<file path="src/rtl/dmem_arbiter.sv">
// Purpose  : shares one byte-addressed data memory between port 0 (core LSU) and port 1 (debug/loader).
// Latency  : ready in grant cycle N, memory strobe N+1, rvalid N+2 (illegal access: rvalid N+1, no strobe).
// Backpress: one request in flight; no pX_ready outside IDLE, loser of a tie keeps req and wins next IDLE.
//
// Parameters
//   MEM_BYTES : memory size in bytes; any byte of an access at or beyond it is an error
//   ARB_MODE  : 0 = round-robin between simultaneous requesters, 1 = port 0 always wins
// Build option
//   DMEM_ALIGN_CHECK_EN : when defined, misaligned half/word accesses get an error response
//                         and never reach memory; when undefined they pass through unchanged.
// Ports
//   clk, rst_n                  clock (rising edge) and asynchronous active-low reset
//   pX_req/we/addr/wdata/ctrl   request side, held stable by the requester until pX_ready
//   pX_ready                    request accepted this cycle (combinational from state/req)
//   pX_rvalid/rdata/err         one-cycle response; rdata is 0 for stores and errors
//   mem_address/datawr/dmwr/dmctrl  memory drive, non-zero only in ACCESS
//   mem_datard                  combinational read data from memory, sampled at end of ACCESS
module dmem_arbiter #(
    parameter int unsigned MEM_BYTES = 4096,
    parameter int unsigned ARB_MODE  = 0
) (
    input  logic        clk,
    input  logic        rst_n,

    input  logic        p0_req,
    input  logic        p0_we,
    input  logic [31:0] p0_addr,
    input  logic [31:0] p0_wdata,
    input  logic [2:0]  p0_ctrl,
    output logic        p0_ready,
    output logic        p0_rvalid,
    output logic [31:0] p0_rdata,
    output logic        p0_err,

    input  logic        p1_req,
    input  logic        p1_we,
    input  logic [31:0] p1_addr,
    input  logic [31:0] p1_wdata,
    input  logic [2:0]  p1_ctrl,
    output logic        p1_ready,
    output logic        p1_rvalid,
    output logic [31:0] p1_rdata,
    output logic        p1_err,

    output logic [31:0] mem_address,
    output logic [31:0] mem_datawr,
    output logic        mem_dmwr,
    output logic [2:0]  mem_dmctrl,
    input  logic [31:0] mem_datard
);

    typedef enum logic [1:0] {
        IDLE   = 2'd0,
        ACCESS = 2'd1,
        RESP   = 2'd2
    } state_t;

    state_t      state;
    state_t      state_nxt;

    // Captured request, valid from the grant edge until the response has been sent.
    logic        cap_we;
    logic        cap_port;
    logic        cap_err;
    logic [31:0] cap_addr;
    logic [31:0] cap_wdata;
    logic [2:0]  cap_ctrl;
    logic [31:0] rdata_q;

    // Port granted most recently; reset to 1 so port 0 wins the first tie.
    logic        rr_last;

    logic        gnt0;
    logic        gnt1;
    logic        grant;

    logic        sel_we;
    logic [31:0] sel_addr;
    logic [31:0] sel_wdata;
    logic [2:0]  sel_ctrl;

    logic [2:0]  sel_size;
    logic        ctrl_bad;
    logic        range_bad;
    logic        align_bad;
    logic        sel_err;
    logic [32:0] last_byte;

    // ------------------------------------------------------------------
    // Arbitration: only evaluated in IDLE, so ready never rises elsewhere.
    // ------------------------------------------------------------------
    always_comb begin
        gnt0 = 1'b0;
        gnt1 = 1'b0;
        if (state == IDLE) begin
            if (p0_req && p1_req) begin
                if ((ARB_MODE == 1) || rr_last) begin
                    gnt0 = 1'b1;
                end else begin
                    gnt1 = 1'b1;
                end
            end else if (p0_req) begin
                gnt0 = 1'b1;
            end else if (p1_req) begin
                gnt1 = 1'b1;
            end
        end
    end

    assign grant     = gnt0 | gnt1;
    assign sel_we    = gnt1 ? p1_we    : p0_we;
    assign sel_addr  = gnt1 ? p1_addr  : p0_addr;
    assign sel_wdata = gnt1 ? p1_wdata : p0_wdata;
    assign sel_ctrl  = gnt1 ? p1_ctrl  : p0_ctrl;

    // ------------------------------------------------------------------
    // Legality of the selected request.
    // ------------------------------------------------------------------
    always_comb begin
        ctrl_bad = 1'b0;
        sel_size = 3'd1;
        case (sel_ctrl)
            3'b000, 3'b100: sel_size = 3'd1;
            3'b001, 3'b101: sel_size = 3'd2;
            3'b010:         sel_size = 3'd4;
            default: begin
                sel_size = 3'd1;
                ctrl_bad = 1'b1;
            end
        endcase
    end

    // Last touched byte in 33 bits: an address near 2^32 must not wrap round to a small legal one.
    assign last_byte = {1'b0, sel_addr} + {30'd0, sel_size} - 33'd1;
    assign range_bad = (last_byte >= 33'(MEM_BYTES));

`ifdef DMEM_ALIGN_CHECK_EN
    assign align_bad = ((sel_size == 3'd2) && sel_addr[0]) ||
                       ((sel_size == 3'd4) && (sel_addr[1:0] != 2'b00));
`else
    // Misaligned accesses go to memory as-is; the memory assembles the bytes.
    assign align_bad = 1'b0;
`endif

    assign sel_err = ctrl_bad | range_bad | align_bad;

    // ------------------------------------------------------------------
    // State register and capture.
    // ------------------------------------------------------------------
    always_ff @(posedge clk or negedge rst_n) begin
        if (!rst_n) begin
            state     <= IDLE;
            rr_last   <= 1'b1;
            cap_we    <= 1'b0;
            cap_port  <= 1'b0;
            cap_err   <= 1'b0;
            cap_addr  <= 32'd0;
            cap_wdata <= 32'd0;
            cap_ctrl  <= 3'd0;
            rdata_q   <= 32'd0;
        end else begin
            state <= state_nxt;
            if (grant) begin
                cap_we    <= sel_we;
                cap_port  <= gnt1;
                cap_err   <= sel_err;
                cap_addr  <= sel_addr;
                cap_wdata <= sel_wdata;
                cap_ctrl  <= sel_ctrl;
                rr_last   <= gnt1;
                // Cleared here so an error response, which skips ACCESS, returns 0.
                rdata_q   <= 32'd0;
            end
            if (state == ACCESS) begin
                rdata_q <= cap_we ? 32'd0 : mem_datard;
            end
        end
    end

    // ------------------------------------------------------------------
    // Next state and outputs. Memory drive is decoded from the state
    // register so an asynchronous reset drops mem_dmwr immediately.
    // ------------------------------------------------------------------
    always_comb begin
        state_nxt   = state;
        p0_ready    = gnt0;
        p1_ready    = gnt1;
        p0_rvalid   = 1'b0;
        p1_rvalid   = 1'b0;
        p0_rdata    = 32'd0;
        p1_rdata    = 32'd0;
        p0_err      = 1'b0;
        p1_err      = 1'b0;
        mem_address = 32'd0;
        mem_datawr  = 32'd0;
        mem_dmwr    = 1'b0;
        mem_dmctrl  = 3'd0;

        case (state)
            IDLE: begin
                if (grant) begin
                    state_nxt = sel_err ? RESP : ACCESS;
                end
            end
            ACCESS: begin
                mem_address = cap_addr;
                mem_datawr  = cap_wdata;
                mem_dmwr    = cap_we;
                mem_dmctrl  = cap_ctrl;
                state_nxt   = RESP;
            end
            RESP: begin
                if (cap_port) begin
                    p1_rvalid = 1'b1;
                    p1_rdata  = rdata_q;
                    p1_err    = cap_err;
                end else begin
                    p0_rvalid = 1'b1;
                    p0_rdata  = rdata_q;
                    p0_err    = cap_err;
                end
                state_nxt = IDLE;
            end
            default: begin
                state_nxt = IDLE;
            end
        endcase
    end

endmodule

</file>
<file path="config.mk">
export PLATFORM = sky130hd
export DESIGN_NAME = dmem_arbiter
export DESIGN_NICKNAME = d
export VERILOG_FILES = /design/src/rtl/dmem_arbiter.sv
export SDC_FILE = /design/constraint.sdc
export NUM_CORES = 1
export LEC_CHECK = 0
export CORE_ASPECT_RATIO = 2
export CORE_MARGIN = 4
export CORE_UTILIZATION = 35
export DETAILED_ROUTE_END_ITERATION = 7
export PLACE_DENSITY = 0.66
export SLEW_MARGIN = 30
export SYNTH_ARGS = -nofsm -noshare
export SYNTH_HDL_FRONTEND = slang
export SYNTH_SLANG_ARGS = --single-unit
</file>
<file path="constraint.sdc">
create_clock -name clk -period 6.3 [get_ports clk]
set_input_delay 0.63 -clock clk [delete_from_list [all_inputs] [get_ports clk]]
set_output_delay 0.63 -clock clk [all_outputs]
set_load 0.005 [all_outputs]
</file>
# After elaboration in Yosys (flattened, before gate mapping)
# Cells that the tools add are included.
[op_classes]
addsub = 2
eq_ne = 7
muxes = 37
bitwise = 2
magnitude_cmp = 1
n_reduce_logical = 6
[op_table]
columns = ["cell", "n"]
rows = [
  ["$mux W32", 11],
  ["$add A32 B3 Y33", 1],
  ["$ge A33 B13 Y1 const B", 1],
  ["$sub A33 B1 Y33 const B", 1],
  ["$mux W1", 20],
  ["$eq A3 B3 Y1 const B", 2],
  ["$mux W3", 2],
  ["$pmux W3 S2", 1],
  ["$reduce_or A5 Y1", 1],
  ["$mux W2", 2],
  ["$pmux W2 S2", 1],
  ["$eq A3 B1 Y1 const B", 1],
  ["$eq A3 B2 Y1 const B", 1],
  ["$logic_not A3 Y1", 1],
  ["$eq A2 B1 Y1 const B", 1],
  ["$eq A2 B2 Y1 const B", 1],
  ["$logic_not A2 Y1", 1],
  ["$ne A2 B2 Y1 const B", 1],
  ["$or A1 B1 Y1", 2],
  ["$reduce_bool A2 Y1", 1],
  ["$reduce_or A2 Y1", 1],
  ["$logic_and A1 B1 Y1", 1],
]
[totals]
reg_bits = 105
input_bits = 172

# Depth between registers and ports, before layout
[depth]
word_depth = 15
depth_mapped = 22
mapped_depth_nobuf = 21

# Worst setup path after synthesis
# No wires, ideal clock.
[synth_path]
path_kind = "input to register"
from = "input port p0_req"
to = "register state[0]"
t_arrival_ns = 4.388
setup_slack_ns = 1.826
stages = 18
n_path_buf = 2
path_cell_list = "nand2_1 nand3_1 clkbuf_1 clkbuf_1 a21oi_1 or2_2 ha_1 inv_1 ha_1 a211oi_1 o21ai_1 a21boi_1 o21ai_1 a2111o_1 o211a_1 nor4b_1 nand4_1 nor3_1"
[synth_via]
elab_chain_cells = 14
word_cells_on_any_way = 27
[synth_rtl]
columns = ["item", "line", "rtl"]
rows = [
  ["from (decl)", "25", "input logic p0_req,"],
  ["$mux W1 / $logic_and A1 B1 Y1 (equally long branches)", "102, 96", ""],
  ["$mux W1", "96", "if (p0_req && p1_req) begin"],
  ["$mux W1", "95", "if (state == IDLE) begin"],
  ["$mux W3", "114", "assign sel_ctrl = gnt1 ? p1_ctrl : p0_ctrl;"],
  ["$eq A3 B1 Y1 / $eq A3 B3 Y1 (equally long branches)", "122", "case (sel_ctrl)"],
  ["$reduce_or A2 Y1", "-", ""],
  ["$pmux W3 S2", "122", ""],
  ["$add A32 B3 Y33", "134", "assign last_byte = {1'b0, sel_addr} + {30'd0, sel_size} - 33'd1;"],
  ["$sub A33 B1 Y33", "134", ""],
  ["$ge A33 B13 Y1", "135", "assign range_bad = (last_byte >= 33'(MEM_BYTES));"],
  ["$or A1 B1 Y1", "145", "assign sel_err = ctrl_bad | range_bad | align_bad;"],
  ["$mux W2", "202", "state_nxt = sel_err ? RESP : ACCESS;"],
  ["$mux W2", "201", "if (grant) begin"],
  ["$pmux W2 S2", "199", "case (state)"],
  ["to (signal assigned)", "162", "state <= state_nxt;"],
  ["to (decl)", "58", "state_t state;"],
]
# Several ways; a longest one is shown, not always the timed one. The select of a mux whose other input is x is not followed.
# A chain may end at the register's enable or synchronous reset.

# Worst setup path after layout
[layout_path]
from = "register state[1]"
to = "register cap_err"
[layout_via]
elab_chain_cells = 10
word_cells_on_any_way = 19
[layout_rtl]
columns = ["item", "line", "rtl"]
rows = [
  ["$logic_not A2 Y1 *", "95", ""],
  ["$mux W1", "95", ""],
  ["$mux W3", "114", ""],
  ["$eq A3 B1 Y1 / $eq A3 B3 Y1 (equally long branches)", "122", ""],
  ["$reduce_or A2 Y1", "-", ""],
  ["$pmux W3 S2", "122", ""],
  ["$add A32 B3 Y33", "134", ""],
  ["$sub A33 B1 Y33", "134", ""],
  ["$ge A33 B13 Y1", "135", ""],
  ["$or A1 B1 Y1", "145", ""],
  ["to (signal assigned)", "166", "cap_err <= sel_err;"],
  ["to (decl)", "64", "logic cap_err;"],
]
# Mark *: on every way between the ends. The rest lies on a longest branch, timed or not.

==> out/qor.yml <==
synth:
  syn_inst: 939
  ys_seq_area_share_pct: 34.70
  synth_edf_count: 0
  ys_ff_latch: 105
  synth-xor-area-share_pct: 1.272
  synth_compound_area_share_pct: 19.37
  async_reset_ff_share_pct: 100.0
  synth_top_family_by_area: "simple AND/OR/NAND/NOR gates"
  synth_mux_area_share_pct: 5.021
  ys_top_cells_by_area: "dfrtp_1, and2_1, ha_1"
  yosys.area.top_type: "dfrtp_1"
  postSynthAreaPerCell_um2: 8.068
  synth.distinct_cells: 67
  synth_fa_ha_area_share_pct: 5.879
  ys.warnings.count: 0
  synth-simple-area-share_pct: 28.67
  synth_ff_type: "dfrtp_1"
  yosysTopAreaCellShare_pct: 34.35
  syn-num-nets: 1146
  synth.cell_area_um2: 7576
power:
  power.leakage_nw: 4.857
  power_density_nw_per_um2: 292.6
  switching_share_pct: 41.45
  clock_power_share_pct: 20.3
  switchingPower_w: 0.001366
  internal-power_w: 0.001929
  vdd_drop_max_mv: 0.1260
  p_comb_share_pct: 49.0
  seq_power_share_pct: 30.6
sta:
  holdWs_ns: 0.2579
  fin_skew_ns: 0.007668
  finalMaxSlewViolations: 0
  rsz0062_at_grt: "false"
  hold_violations: 0
  timing.setup.tns_ns: 0
  finalCritPeriodShare_pct: 79.41
  slew-limit-headroom_pct: 56.18
  min_period_ns: 5.003
  worst_pin_slew_ns: 0.6504
  clock.fmax_mhz: 199.9
  setup_viol: 0
  setup_ws_ns: 1.297
clocking:
  cts_resized: 0
  ctsRootBufferMaster: "clkbuf_16"
  hold_buffers: 0
  post_cts_buffers: 0
  clkTransAtPathRegs_ns: 0.08
  cts_buffers: 9
  cts_sinks: 105
  clock_path_buffers: 2
  cts.htree.levels: 3
  insertion_delay_ns: 0.35
  cts_tree: "done"
global_routing:
  grt_max_degree: 71
  grt_pass1_vias: 8003
  antenna_found_initial: 0
  grt_first_pass_wirelength_um: 45120
  overflow: 0
  grt_usage_pct: 23.69
layout:
  nNetsFinal: 1416
  syn_to_final_growth_pct: 48.60
  drive_above_1_share_pct: 3.954
  final.fill_count: 2056
  postLayoutCellArea_um2: 11260
  utilization_pct: 53.32
floorplanning:
  rows: 75
  die_y_um: 216.1
  pin_count: 310
  core_um2: 21110
  die-area_um2: 24210
  fp.dieW_um: 112.0
  initial_core_util_pct: 35.88
placement:
  placed_area_um2: 10880
  io_buffers: 309
  gp_congestion: 0.9377
  place_ws_ns: 1.003
  hpwl_um: 23320
detailed_routing:
  drt_iter0_markers: 515
  firstDrtPassIters: 5
  wl_per_cell_um: 19.94
  num_vias: 7838
  drcViolationCount: 0
  vias_per_cell: 5.282
  wl_um: 29590
  ant_nets: 0
setup_path:
  end_kind: "register"
  crit_type: "register to register"
  cp.required_ns: 6.53
  cp_max_fo: 17
  cp.arrival_ns: 5.23
  worstSetupStartpointType: "register"
flow_run:
  drv_cap: 0
status:
  status: "finished, final reports clean"
hold_path:
  min_path_type: "primary input to asynchronous set/reset pin"
[path summary, 6_finish.rpt]
| kind | from | end | slack, ns | cells past startpoint |
|---|---|---|---|---|
| hold / removal | rst_n | cap_addr[11] | 0.26 | 1 |
| max in group asynchronous | rst_n | rr_last | 4.89 | 3 |
| min in group clk | cap_wdata[0] | cap_wdata[0] | 0.47 | 2 |
| setup / recovery | state[1] | cap_err | 1.30 | 18 |
| hold reg to reg | cap_wdata[0] | cap_wdata[0] | 0.47 | 2 |
| setup reg to reg | state[1] | cap_err | 1.30 | 18 |
[cells in the final DEF (no fill, tap or decap), types with 5 or more instances in the layout]
| cell | synthesis | routed |
|---|---|---|
| xor2_1 | 5 | 5 |
| a22o_1 | 32 | 32 |
| buf_4 | 0 | 11 |
| clkbuf_16 | 0 | 9 |
| clkdlybuf4s50_1 | 0 | 308 |
| nor2_1 | 100 | 99 |
| nand2_1 | 110 | 109 |
| dfrtp_1 | 104 | 104 |
| nor2b_1 | 7 | 5 |
| o21ai_0 | 14 | 14 |
| inv_1 | 35 | 35 |
| o21a_1 | 8 | 8 |
| nand3_1 | 8 | 7 |
| ha_1 | 34 | 34 |
| o21ai_1 | 10 | 10 |
| a21o_1 | 5 | 5 |
| a21oi_1 | 73 | 73 |
| mux2i_1 | 38 | 38 |
| and2_1 | 137 | 137 |
| a31oi_1 | 31 | 31 |
| a211oi_1 | 6 | 6 |
| nor3_1 | 15 | 15 |
| o211ai_1 | 6 | 6 |
| xnor2_1 | 6 | 6 |
| a22oi_1 | 5 | 5 |
| nand4_1 | 17 | 17 |
| nand2b_1 | 6 | 6 |
[layout make-up]
class	instances	area [um2]	area share (%)
clock buffer	9	225.2	2.000
inverter	37	138.9	1.234
clock inverter	7	125.1	1.111
timing repair buffer	321	3206	28.47
tap	269	336.6	2.990
multi-input combinational	735	4596	40.82
antenna	1	2.502	0.02223
sequential	105	2629	23.35
[per-layer routing]
layer,global-route usage (%),part of all wire [%]
met5,0,0
met4,11.27,4.7
met3,2.596,3.9
met2,45.75,55
met1,25.04,36
[critical path, cell delays in order (launching register included)]
cell and delay, ns:
dfrtp_1 0.45, nor2_1 0.37, nand3_4 0.38, inv_2 0.33
mux2i_1 0.32, ha_1 0.27, inv_1 0.06, ha_1 0.17
inv_1 0.06, fa_1 0.35, nand2b_1 0.15, a21oi_1 0.23
o21ai_1 0.19, and2_1 0.24, xor2_1 0.23, nor4bb_1 0.39
nand4b_1 0.22, nor4_2 0.36, a21oi_1 0.10
[sequential cells by signal, indices dropped and copies added (netlist names)]
register	count
cap_we	1
cap_wdata	32
cap_addr	32
rdata_q	32
cap_port	1
cap_err	1
rr_last	1
cap_ctrl	3
state	2
[power by group through the flow]
stage               Combinational [W]  Clock (W)  Sequential (W)
global route                  0.00179   0.000715         0.00104
finish                        0.00162   0.000670         0.00101
floorplan                     0.00111          0        0.000989
global placement              0.00159          0         0.00101
CTS                           0.00161   0.000687         0.00101
detailed placement            0.00160          0         0.00102
[synthesized netlist by cell type, types with 14 or more instances]
master and count:
and2_1 137, nand2_1 110, dfrtp_1 104, nor2_1 100, a21oi_1 73, clkbuf_1 53, mux2i_1 38, inv_1 35
ha_1 34, a22o_1 32, a31oi_1 31, nand4_1 17, nor3_1 15, o21ai_0 14
[cells by family (layout without fill, tap and decap cells)]
kind of cell | Yosys count | after routing
flip-flops | 105 | 105
AND/OR/NAND/NOR | 430 | 430
multiplexers | 38 | 38
buffers and inverters | 99 | 374
AO/OA/AOI/OAI | 221 | 221
adder cells (fa/ha/maj) | 35 | 35
XOR/XNOR | 11 | 11
other | 0 | 1
[through the flow]
step	std cells	power [W]
floorplan	939	0.002096
global placement	1466	0.002602
detailed placement	1466	0.002624
CTS	1482	0.003306
global route	1483	0.003539
finish	1484	0.003294
Power figures use the tool's default switching activity.
